## src/rtl/panel_timing_gen.sv

```systemverilog
// Frame timing generator for the TFT panel readout path: panel reset, integration and ROI row/column readout.
// Optional pixel decimation is enabled by defining TG_DECIMATE_EN.
module panel_timing_gen #(
   parameter int ADDR_W       = 12,
   parameter int INT_W        = 16,
   parameter int CLK_FREQ_MHZ = 100,
   parameter int RESET_US     = 10,
   parameter int ROW_DIV      = 20,
   parameter int COL_DIV      = 10,
   parameter int FCNT_W       = 16
) (
   input  logic              clk,
   input  logic              rst_n,
   input  logic              frame_start,
   input  logic              frame_abort,
   input  logic              continuous,
   input  logic [INT_W-1:0]  integration_ms,
   input  logic [ADDR_W-1:0] row_start,
   input  logic [ADDR_W-1:0] row_end,
   input  logic [ADDR_W-1:0] col_start,
   input  logic [ADDR_W-1:0] col_end,
   input  logic [1:0]        row_step,
   input  logic [1:0]        col_step,
   output logic              frame_busy,
   output logic              frame_complete,
   output logic              frame_aborted,
   output logic              cfg_error,
   output logic [FCNT_W-1:0] frame_count,
   output logic [ADDR_W-1:0] row_addr,
   output logic [ADDR_W-1:0] col_addr,
   output logic              row_clk_en,
   output logic              col_clk_en,
   output logic              adc_start_trigger,
   output logic              gate_sel,
   output logic              reset_pulse,
   output logic [2:0]        state_o
);

   localparam int RESET_CYCLES = CLK_FREQ_MHZ * RESET_US;
   localparam int CYC_PER_MS   = CLK_FREQ_MHZ * 1000;
   localparam int CNT_MAX_A    = (RESET_CYCLES > ROW_DIV) ? RESET_CYCLES : ROW_DIV;
   localparam int CNT_MAX      = (CNT_MAX_A > COL_DIV) ? CNT_MAX_A : COL_DIV;
   localparam int CNT_W        = $clog2(CNT_MAX + 1);
   localparam int PRE_W        = (CYC_PER_MS > 1) ? $clog2(CYC_PER_MS) : 1;

   localparam logic [CNT_W-1:0] RST_LAST = CNT_W'(RESET_CYCLES - 1);
   localparam logic [CNT_W-1:0] ROW_LAST = CNT_W'(ROW_DIV - 1);
   localparam logic [CNT_W-1:0] COL_LAST = CNT_W'(COL_DIV - 1);
   localparam logic [PRE_W-1:0] PRE_LAST = PRE_W'(CYC_PER_MS - 1);

   typedef enum logic [2:0] {
      S_IDLE  = 3'd0,
      S_RESET = 3'd1,
      S_INTEG = 3'd2,
      S_READ  = 3'd3,
      S_DONE  = 3'd4
   } state_t;

   state_t            state;
   logic [CNT_W-1:0]  cnt;
   logic [PRE_W-1:0]  pre;
   logic [INT_W-1:0]  ms_cnt;
   logic              in_setup;

   logic [ADDR_W-1:0] row_start_l, row_end_l, col_start_l, col_end_l;
   logic [INT_W-1:0]  int_ms_l;
   logic [ADDR_W:0]   row_inc, col_inc;
   logic [ADDR_W:0]   row_next, col_next;
   logic              row_last, col_last, int_done, cfg_ok, take_start;

   assign cfg_ok     = (row_start <= row_end) && (col_start <= col_end);
   assign take_start = (state == S_IDLE) && frame_start && !frame_abort && cfg_ok;

`ifdef TG_DECIMATE_EN
   logic [1:0] row_step_l, col_step_l;
   assign row_inc = (ADDR_W+1)'(row_step_l) + (ADDR_W+1)'(1);
   assign col_inc = (ADDR_W+1)'(col_step_l) + (ADDR_W+1)'(1);
`else
   logic unused_step;
   assign unused_step = ^{row_step, col_step};
   assign row_inc = (ADDR_W+1)'(1);
   assign col_inc = (ADDR_W+1)'(1);
`endif

   // Configuration snapshot taken on an accepted start; reused by continuous frames.
   always_ff @(posedge clk) begin
      if (take_start) begin
         row_start_l <= row_start;
         row_end_l   <= row_end;
         col_start_l <= col_start;
         col_end_l   <= col_end;
         int_ms_l    <= integration_ms;
`ifdef TG_DECIMATE_EN
         row_step_l  <= row_step;
         col_step_l  <= col_step;
`endif
      end
   end

   // One extra bit so stepping past the top of the address space ends the line instead of wrapping.
   assign row_next = {1'b0, row_addr} + row_inc;
   assign col_next = {1'b0, col_addr} + col_inc;
   assign row_last = row_next > {1'b0, row_end_l};
   assign col_last = col_next > {1'b0, col_end_l};
   assign int_done = (int_ms_l == '0) || ((pre == PRE_LAST) && (ms_cnt == int_ms_l - 1'b1));

   assign state_o = state;

   always_ff @(posedge clk or negedge rst_n) begin
      if (!rst_n) begin
         state             <= S_IDLE;
         cnt               <= '0;
         pre               <= '0;
         ms_cnt            <= '0;
         in_setup          <= 1'b0;
         frame_busy        <= 1'b0;
         frame_complete    <= 1'b0;
         frame_aborted     <= 1'b0;
         cfg_error         <= 1'b0;
         frame_count       <= '0;
         row_addr          <= '0;
         col_addr          <= '0;
         row_clk_en        <= 1'b0;
         col_clk_en        <= 1'b0;
         adc_start_trigger <= 1'b0;
         gate_sel          <= 1'b0;
         reset_pulse       <= 1'b0;
      end else begin
         frame_complete    <= 1'b0;
         frame_aborted     <= 1'b0;
         cfg_error         <= 1'b0;
         row_clk_en        <= 1'b0;
         col_clk_en        <= 1'b0;
         adc_start_trigger <= 1'b0;
         if (state != S_IDLE && frame_abort) begin
            state         <= S_IDLE;
            frame_busy    <= 1'b0;
            gate_sel      <= 1'b0;
            reset_pulse   <= 1'b0;
            frame_aborted <= 1'b1;
         end else begin
            case (state)
               S_IDLE: begin
                  if (frame_start && !frame_abort) begin
                     if (cfg_ok) begin
                        state       <= S_RESET;
                        frame_busy  <= 1'b1;
                        reset_pulse <= 1'b1;
                        cnt         <= '0;
                        row_addr    <= row_start;
                        col_addr    <= col_start;
                     end else begin
                        cfg_error <= 1'b1;
                     end
                  end
               end
               S_RESET: begin
                  if (cnt == RST_LAST) begin
                     state       <= S_INTEG;
                     reset_pulse <= 1'b0;
                     pre         <= '0;
                     ms_cnt      <= '0;
                  end else begin
                     cnt <= cnt + 1'b1;
                  end
               end
               S_INTEG: begin
                  if (int_done) begin
                     state      <= S_READ;
                     gate_sel   <= 1'b1;
                     row_clk_en <= 1'b1;
                     in_setup   <= 1'b1;
                     cnt        <= '0;
                  end else if (pre == PRE_LAST) begin
                     pre    <= '0;
                     ms_cnt <= ms_cnt + 1'b1;
                  end else begin
                     pre <= pre + 1'b1;
                  end
               end
               S_READ: begin
                  if (in_setup) begin
                     if (cnt == ROW_LAST) begin
                        in_setup   <= 1'b0;
                        cnt        <= '0;
                        col_clk_en <= 1'b1;
                     end else begin
                        cnt <= cnt + 1'b1;
                     end
                  end else begin
                     // Strobes are registered one cycle ahead of the slot cycle they mark.
                     if (cnt == '0) adc_start_trigger <= 1'b1;
                     if (cnt == COL_LAST) begin
                        cnt <= '0;
                        if (!col_last) begin
                           col_addr   <= col_next[ADDR_W-1:0];
                           col_clk_en <= 1'b1;
                        end else if (!row_last) begin
                           row_addr   <= row_next[ADDR_W-1:0];
                           col_addr   <= col_start_l;
                           in_setup   <= 1'b1;
                           row_clk_en <= 1'b1;
                        end else begin
                           state          <= S_DONE;
                           gate_sel       <= 1'b0;
                           frame_busy     <= 1'b0;
                           frame_complete <= 1'b1;
                           frame_count    <= frame_count + 1'b1;
                        end
                     end else begin
                        cnt <= cnt + 1'b1;
                     end
                  end
               end
               S_DONE: begin
                  if (continuous) begin
                     state       <= S_RESET;
                     frame_busy  <= 1'b1;
                     reset_pulse <= 1'b1;
                     cnt         <= '0;
                     row_addr    <= row_start_l;
                     col_addr    <= col_start_l;
                  end else begin
                     state <= S_IDLE;
                  end
               end
               default: state <= S_IDLE;
            endcase
         end
      end
   end

endmodule
```

## config.mk

```make
export PLATFORM = sky130hd
export DESIGN_NAME = panel_timing_gen
export DESIGN_NICKNAME = d
export VERILOG_FILES = /design/src/rtl/panel_timing_gen.sv
export SDC_FILE = /design/constraint.sdc
export NUM_CORES = 1
export LEC_CHECK = 0
export CAP_MARGIN = 25
export CELL_PAD_IN_SITES_DETAIL_PLACEMENT = 1
export CELL_PAD_IN_SITES_GLOBAL_PLACEMENT = 1
export CORE_MARGIN = 2
export CORE_UTILIZATION = 35
export CTS_CLUSTER_SIZE = 16
export DETAILED_ROUTE_END_ITERATION = 10
export PLACE_DENSITY_LB_ADDON = 0.1
export SYNTH_ARGS = -nofsm -noshare
export SYNTH_HDL_FRONTEND = slang
export SYNTH_SLANG_ARGS = --single-unit
export TNS_END_PERCENT = 50
```

## constraint.sdc

```tcl
create_clock -name clk -period 4.55 [get_ports clk]
set_input_delay 0.6825 -clock clk [delete_from_list [all_inputs] [get_ports clk]]
set_output_delay 0.6825 -clock clk [all_outputs]
set_load 0.005 [all_outputs]
```

**Yosys cells after proc, flatten, opt, wreduce, memory -nomap -nowiden**

Index checks and enable logic that the tools add are counted.
Widths: inputs -> output; s select.

- Reduce and logical (&&, ||, !) cells: 31
- Magnitude comparators: 4
- Add/sub/neg operators: 7
- Bitwise gates (word level): 2
- Muxes and demuxes: 90
- Eq/ne operators: 31

Operator list:

| kind | count |
|---|---|
| $mux 12 | 14 |
| $mux 10 | 8 |
| $pmux 12 s3 | 2 |
| $mux 17 | 3 |
| $pmux 10 s5 | 1 |
| $mux 16 | 3 |
| $mux 1 | 42 |
| $pmux 17 s2 | 1 |
| $add 16x1->16 const B | 2 |
| $pmux 16 s2 | 1 |
| $mux 3 | 9 |
| $add 12x1->13 const B | 2 |
| $gt 13x12->1 | 2 |
| $le 12x12->1 | 2 |
| $ne 3x3->1 const B | 8 |
| $reduce_and 8->1 | 3 |
| $ne 2x2->1 const B | 11 |
| $add 17x1->17 const B | 1 |
| $eq 17x17->1 const B | 1 |
| $eq 16x16->1 | 1 |
| $logic_not 16->1 | 1 |
| $sub 16x1->16 const B | 1 |
| $pmux 3 s5 | 1 |
| $reduce_and 6->1 | 2 |
| other kinds (27) | 43 |

- Output and inout bits: 52
- Register bits: 160

**Logic depth before layout (Yosys ltp)**

Gate-level depths: netlist (run 1).

- Depth in word-level cells: 8
- Depth in mapped cells: 17
- Depth with buffers taken out: 16

**Least setup slack after synthesis (run 1)**

Ideal clock, no wire load.

- Path type: input to register
- Start: input port row_end[5]
- End: register col_end_l[0] (enable)
- Data required time: 4.121 ns
- Cell stages on the path: 7
- Slack: 0.742 ns
- Arrival: 3.379 ns
- Library setup time: 0.429 ns
- Path buffers: 0
- Cells stage by stage: inv_1 ha_1 a21o_1 a21o_1 a21o_1 o31ai_1 and3b_1

- Cells in the longest elaborated chain, start to end: 3

Ends and longest elaborated chain:

| item | RTL line | text |
|---|---|---|
| start, declared | 19 | `input logic [ADDR_W-1:0] row_end,` |
| $le 12x12->1 | 71 | `assign cfg_ok = (row_start <= row_end) && (col_start <= col_end);` |
| $logic_and 1x1->1 | 71 |  |
| $logic_and 1x1->1 | 72 | `assign take_start = (state == S_IDLE) && frame_start && !frame_abort && cfg_ok;` |
| net take_start | 69 | `logic row_last, col_last, int_done, cfg_ok, take_start;` |
| end signal, assigned | 91 | `col_end_l <= col_end;` |
| end, declared | 65 | `logic [ADDR_W-1:0] row_start_l, row_end_l, col_start_l, col_end_l;` |

The timed path passes the listed nets, and every way through them passes these cells.
A chain may end at the register's enable or synchronous reset.

**Worst setup path in the final report (run 1)**

- Start: register row_addr[3]
- End: register frame_count[14]

- Cells in the longest elaborated chain, start to end: 3

Ends and longest elaborated chain:

| item | RTL line | text |
|---|---|---|
| start, declared | 29 | `output logic [ADDR_W-1:0] row_addr,` |
| start signal, assigned | 150 | `row_addr <= row_start;` |
| start signal, assigned | 199 | `row_addr <= row_next[ADDR_W-1:0];` |
| start signal, assigned | 221 | `row_addr <= row_start_l;` |
| $add 12x1->13 | 101 | `assign row_next = {1'b0, row_addr} + row_inc;` |
| $gt 13x12->1 | 103 | `assign row_last = row_next > {1'b0, row_end_l};` |
| $reduce_and 6->1 (no line) | -- |  |
| end signal, assigned | 208 | `frame_count <= frame_count + 1'b1;` |
| end, declared | 28 | `output logic [FCNT_W-1:0] frame_count,` |

No other way between the ends.

==> flow_summary.toml, run 1 <==
[critical_path]
reg2reg_from = "row_addr[3]"
r2r-end = "frame_count[14]"
start_kind = "flop"
reg2regPathDepth = 16
arrival_ns = 4.37
crit_chain = "and3_1 > and3_1 > nand3_1 > nor2_1 > xor2_1 > ha_1 > nand4_1 > or3_1 > o21ai_0 > a211oi_1 > o22ai_1 > or3_1 > inv_2 > and4_1 > nand4_1 > xnor2_1"
crit_path_max_incr_delay_ns = 0.52
crit_fanout = 7
critical_path_class = "flop to flop"
cp.depth = 16
r2r_slack_ns = 0.50
cp_data_required_time_ns = 4.88
crit_family = "simple AND/OR/NAND/NOR gates"
slowest_stage = "or3_1"
critPathCapture = "frame_count[14]"
cp-startpoint = "row_addr[3]"
endpoint_kind = "flop"
crit_buf_inv = 1

[grt]
grt_pass1_vias = 7916
grt_pass1_wl_um = 42400
gr-total-overflow = 0
grt_usage = 0.189
grt_max_degree = 47
antenna_found_initial = 0

[final_layout]
diodes = 0
final_common_cell = "clkdlybuf4s50_1"
design_area_um2 = 11600
fin_nets = 1206
syn_to_final_growth_pct = 24.0
layout_common_cells = "clkdlybuf4s50_1 (119), dfrtp_1 (96), nand2_1 (80), o21ai_0 (67), edfxtp_1 (64)"
nFillCells = 3012
drive_above_1_share = 0.0671

[clock_tree]
cts_tree = "done"
cts.path.max_buffers = 2
postCtsSetupBuffers = 0
cts_resized = 0
htreeDepth = 4
clk_pin_slew_ns = 0.07
root_buffer = "clkbuf_16"
clock_sinks = 160
cts_buffers = 17
clock_latency_ns = 0.44
hold_buffers = 0

[detailed_routing]
num_vias = 7650
routed_wl_um = 26100
antenna_left = 0
drcViolationCount = 4
firstDrtPassIters = 10
wire_per_inst_um = 18.3
vias_per_cell = 5.38
drtIter0Drc = 344

[synthesis]
yosys_warnings = 0
syn_nets = 1076
syn_inst = 945
async_flop_share = 0.600
synth_top_area_share = 0.258
seq_area_frac_synth = 0.464
synth_flop_cell = "dfrtp_1"
synth.area.top_cells = "dfrtp_1 (26%), edfxtp_1 (21%), ha_1 (7.8%)"
synth-simple-area-share = 0.196
synth_cell_type_count = 69
netlist_area_um2 = 9320
ys_seq_elements = 160
synth_top_family_by_area = "simple AND/OR/NAND/NOR gates"
syn_avg_cell_area_um2 = 9.86
synth_edf_count = 64
synth-xor-area-share = 0.0498
synthMuxAreaShare = 0.00228
synth_fa_ha_area_frac = 0.0779
yosys.area.top_type = "dfrtp_1"
synth_compound_area_frac = 0.170

[timing]
max_slew.worst_pin.slew_ns = 0.813
clock_skew_ns = 0.0123
final_hold_viol_count = 0
setup_viol = 0
fin_tns_setup_ns = 0
fin_crit_sh = 0.889
max_slew_margin = 0.456
clock.fmax_ghz = 0.247
fin_crit_ns = 4.05
rsz0062_at_grt = "false"
finalMaxSlewViolations = 0

[floorplan]
fp.dieH_um = 167
initial_core_util = 0.357
die-width_um = 167
coreArea_um2 = 26100
io_pins = 125
dieArea_um2 = 28000
rows = 59

[run_status]
run_status = "finished, violations left"
failed_checks = "design-rule violations"

[placed_design]
port_buffers = 120
placed_area_um2 = 11000
place_hpwl_um = 19500
gp_congestion = 0.770

[hold_path]
min_path_type = "primary input to asynchronous set/reset pin"

[pwr]
power_leakage_nw = 4.81
ir_drop_v = 0.000331
power_density_nw_per_um2 = 458

[job]
maxCapViolations = 0
[synthesized netlist by cell type (all sizes together) (15+ instances only)]
library cell and instances:
inv 61, nand2 80, ha 58, nor2 49, nor3 22, nand4 28, o21ai 75, nand2b 15
a21oi 60, and3 22, xnor2 38, dfrtp 96, clkbuf 25, o31ai 22, a22o 19, xor2 15
edfxtp 64, nand3 34
[registers in the layout, indices dropped and copies added, names as in the netlist, 3 cells and up]
name / cells
cnt: 10
col_addr: 12
col_end_l: 12
col_start_l: 12
frame_count: 16
int_ms_l: 16
ms_cnt: 16
pre: 17
row_addr: 12
row_end_l: 12
row_start_l: 12
state_o: 3
[stage by stage]
| stage | worst slack [ns] | power (mW) | cells | utilization | hold WS (ns) |
|---|---|---|---|---|---|
| after detailed placement | 0.389 | 3.90 | 1390 | 0.420 | 0.473 |
| final | 0.504 | 5.29 | 1423 | 0.442 | 0.0980 |
| after global placement | 0.493 | 3.87 | 1390 | 0.420 | 0.461 |
| after CTS | 0.351 | 5.37 | 1422 | 0.442 | 0.0924 |
| after floorplan | 0.742 | 3.07 | 945 | - | 0.387 |
| after global routing | 0.209 | 5.67 | 1423 | 0.442 | 0.106 |
[worst min path at each step]
stage                   endpoint  slack, ns  cells past startpoint
2_1_floorplan  adc_start_trigger       0.39                      0
3_5_place_dp     frame_count[15]       0.47                      1
5_1_grt              col_addr[7]       0.11                      1
4_1_cts              col_addr[7]       0.09                      1
6_report             col_addr[7]        0.1                      1
3_3_place_gp     frame_count[15]       0.46                      1
[worst register-to-register path, delay by kind of cell (launching register included)]
| kind | cells | cell delay [ns] |
|---|---|---|
| AO/OA/AOI/OAI | 3 | 0.74 |
| XOR/XNOR | 2 | 0.41 |
| adder cells (fa/ha/maj) | 1 | 0.32 |
| buffers and inverters | 1 | 0.12 |
| flip-flops | 1 | 0.46 |
| AND/OR/NAND/NOR | 9 | 1.88 |
[power breakdown]
group | internal (mW) | leakage [nW] | switching, mW | total [mW]
registers | 1.74 | 1.86 | 0.312 | 2.06
logic | 0.837 | 2.67 | 0.960 | 1.80
clock network | 0.775 | 0.279 | 0.664 | 1.44
total | 3.36 | 4.81 | 1.94 | 5.29
[layer usage]
layer | GRT usage | share of wire | vias up
li1 | - | - | 3761
met1 | 0.247 | 0.46 | 3750
met2 | 0.329 | 0.49 | 120
met3 | 0.0340 | 0.031 | 19
met4 | 0.0423 | 0.011 | 0
met5 | 0 | 0 | -
[area by class of cell]
type                       count  area, µm²  area share
multi-input combinational    691       4630       0.400
sequential                   160       4320       0.374
inverter                      61        229      0.0198
tap                          335        419      0.0363
clock inverter                14        150      0.0130
clock buffer                  18        429      0.0371
timing repair buffer         144       1380       0.119
[kinds of logic after synthesis]
family          count (synthesis)
mux                             2
flops                         160
simple gates                  336
fa+ha+maj                      58
buf+inv                        94
xor+xnor                       53
compound gates                242
Note: power is estimated with default switching activity, not from simulation.
==> run 2, diff against run 1 <==
PLACE_DENSITY = 0.66   (was unset)
PLACE_DENSITY_LB_ADDON = unset   (was 0.1)
==> run 2 against run 1 <==
The flow still finishes with violations (design-rule violations); sequential power about the same; routed wire length decreased by 1.8%; utilization increased by 0.072 points; first-iteration DRC count increased by 14%; sequential share of layout area down 0.061 points; global-route usage barely moved; critical endpoint unchanged; largest cell class unchanged; highest routed layer unchanged.
==> flow_summary.toml, run 2 (synthesis results as in run 1) <==
[timing]
fin_crit_sh = 0.907
clock_skew_ns = 0.0132
final_hold_viol_count = 0
fin_tns_setup_ns = 0
setup_viol = 0
rsz0062_at_grt = "false"
clock.fmax_ghz = 0.242
max_slew_margin = 0.296
max_slew.worst_pin.slew_ns = 1.05
finalMaxSlewViolations = 0
fin_crit_ns = 4.12
holdWs_ns = 0.345

[pwr]
power_frac_seq = 0.383
ir_drop_v = 0.000242
power_leakage_nw = 4.81
p_clk_frac = 0.279
power_density_nw_per_um2 = 463
power.internal_mw = 3.42
combPwrFrac = 0.339
power.switching_mw = 1.94
power.share.switching = 0.362

[detailed_routing]
num_vias = 7741
drcViolationCount = 2
vias_per_cell = 5.45
antenna_left = 0
routed_wl_um = 25600
drtIter0Drc = 393
firstDrtPassIters = 8
wire_per_inst_um = 18.0

[final_layout]
largest_reg_flops = 17
final_common_cell = "clkdlybuf4s50_1"
top_register = "pre"
drive_above_1_share = 0.0637
layout_common_cells = "clkdlybuf4s50_1 (119), dfrtp_1 (96), nand2_1 (80), o21ai_0 (67), edfxtp_1 (64)"
final_util = 0.443
syn_to_final_growth_pct = 24.2
fin_nets = 1202

[hold_path]
min_path_type = "primary input to asynchronous set/reset pin"

[grt]
grt_pass1_vias = 8153
grt_max_degree = 53
gr-total-overflow = 0
grt_usage = 0.189
antenna_found_initial = 1
grt_pass1_wl_um = 42900

[floorplan]
rows = 59
io_pins = 125
fp.dieH_um = 167
die-width_um = 167
coreArea_um2 = 26100
dieArea_um2 = 28000
initial_core_util = 0.357

[clock_tree]
cts.path.max_buffers = 2
cts_buffers = 17
clock_latency_ns = 0.44
clock_sinks = 160
cts_tree = "done"
cts_resized = 0
clk_pin_slew_ns = 0.07
htreeDepth = 4
hold_buffers = 0
postCtsSetupBuffers = 0
root_buffer = "clkbuf_16"

[critical_path]
critical_path_class = "flop to flop"
crit_fanout = 10
reg2reg_from = "row_addr[2]"
cp_data_required_time_ns = 4.86
start_kind = "flop"
reg2regPathDepth = 16
cp-startpoint = "row_addr[2]"
endpoint_kind = "flop"
arrival_ns = 4.44

[placed_design]
place_hpwl_um = 18900
gp_congestion = 0.809
port_buffers = 120

[job]
maxCapViolations = 0

[run_status]
run_status = "finished, violations left"
failed_checks = "design-rule violations"
[run 2: cell count changes in the layout (fill, tap and decap cells not counted), sizes merged]
cell    before  now
buf         25   21
bufinv       1    2
clkinv       4    2
diode        0    1
inv         68   69
[run 2: routing by layer]
layer | up-vias | share of wire | GRT usage
li1 | 3754 | - | -
met1 | 3849 | 0.45 | 0.242
met2 | 120 | 0.50 | 0.331
met3 | 18 | 0.030 | 0.0305
met4 | 0 | 0.012 | 0.0518
met5 | - | 0 | 0
[run 2: cell type report]
cell class | instances | area [µm²]
clock inverter | 14 | 171
fill | 2948 | 14600
multi-input combinational | 691 | 4630
inverter | 61 | 229
timing repair buffer | 140 | 1370
tap | 335 | 419
antenna | 1 | 2.50
sequential | 160 | 4320
clock buffer | 18 | 429
[run 2: worst paths after layout]
path	to	slack (ns)
max in group asynchronous	cnt[8]	3.67
min in group clk	frame_count[15]	0.48
max reg2reg	frame_count[14]	0.43
min reg2reg	frame_count[15]	0.48
max	frame_count[14]	0.43
min	pre[0]	0.34
[run 2: critical path: stages (launching register included)]
cell	delay, ns
dfrtp_1	0.46
and3_1	0.28
and3_1	0.25
nand3_1	0.13
nor2_1	0.13
xor2_1	0.22
ha_1	0.29
nand4_1	0.10
or3_1	0.10
o21ai_0	0.09
a211oi_1	0.40
o22ai_1	0.25
or3_1	0.52
inv_2	0.22
and4_1	0.28
nand4_1	0.13
xnor2_1	0.15
[run 2: stage by stage]
stage / setup WS [ns] / area [µm²] / total power, mW / std cells
after global routing: 0.0496 / 11600 / 5.75 / 1420
final: 0.425 / 11600 / 5.37 / 1420
after floorplan: 0.742 / 9320 / 3.07 / 945
after global placement: 0.524 / 11000 / 3.85 / 1387
after detailed placement: 0.395 / 11000 / 3.90 / 1387
after CTS: 0.378 / 11600 / 5.44 / 1419
[run 2: power by group through the flow]
stage | registers, mW | clock network, mW | logic [mW]
6_report | 2.05 | 1.49 | 1.82
5_1_grt | 2.10 | 1.59 | 2.06
4_1_cts | 2.06 | 1.54 | 1.84
3_5_place_dp | 2.08 | 0 | 1.83
3_3_place_gp | 2.07 | 0 | 1.78
2_1_floorplan | 1.98 | 0 | 1.09
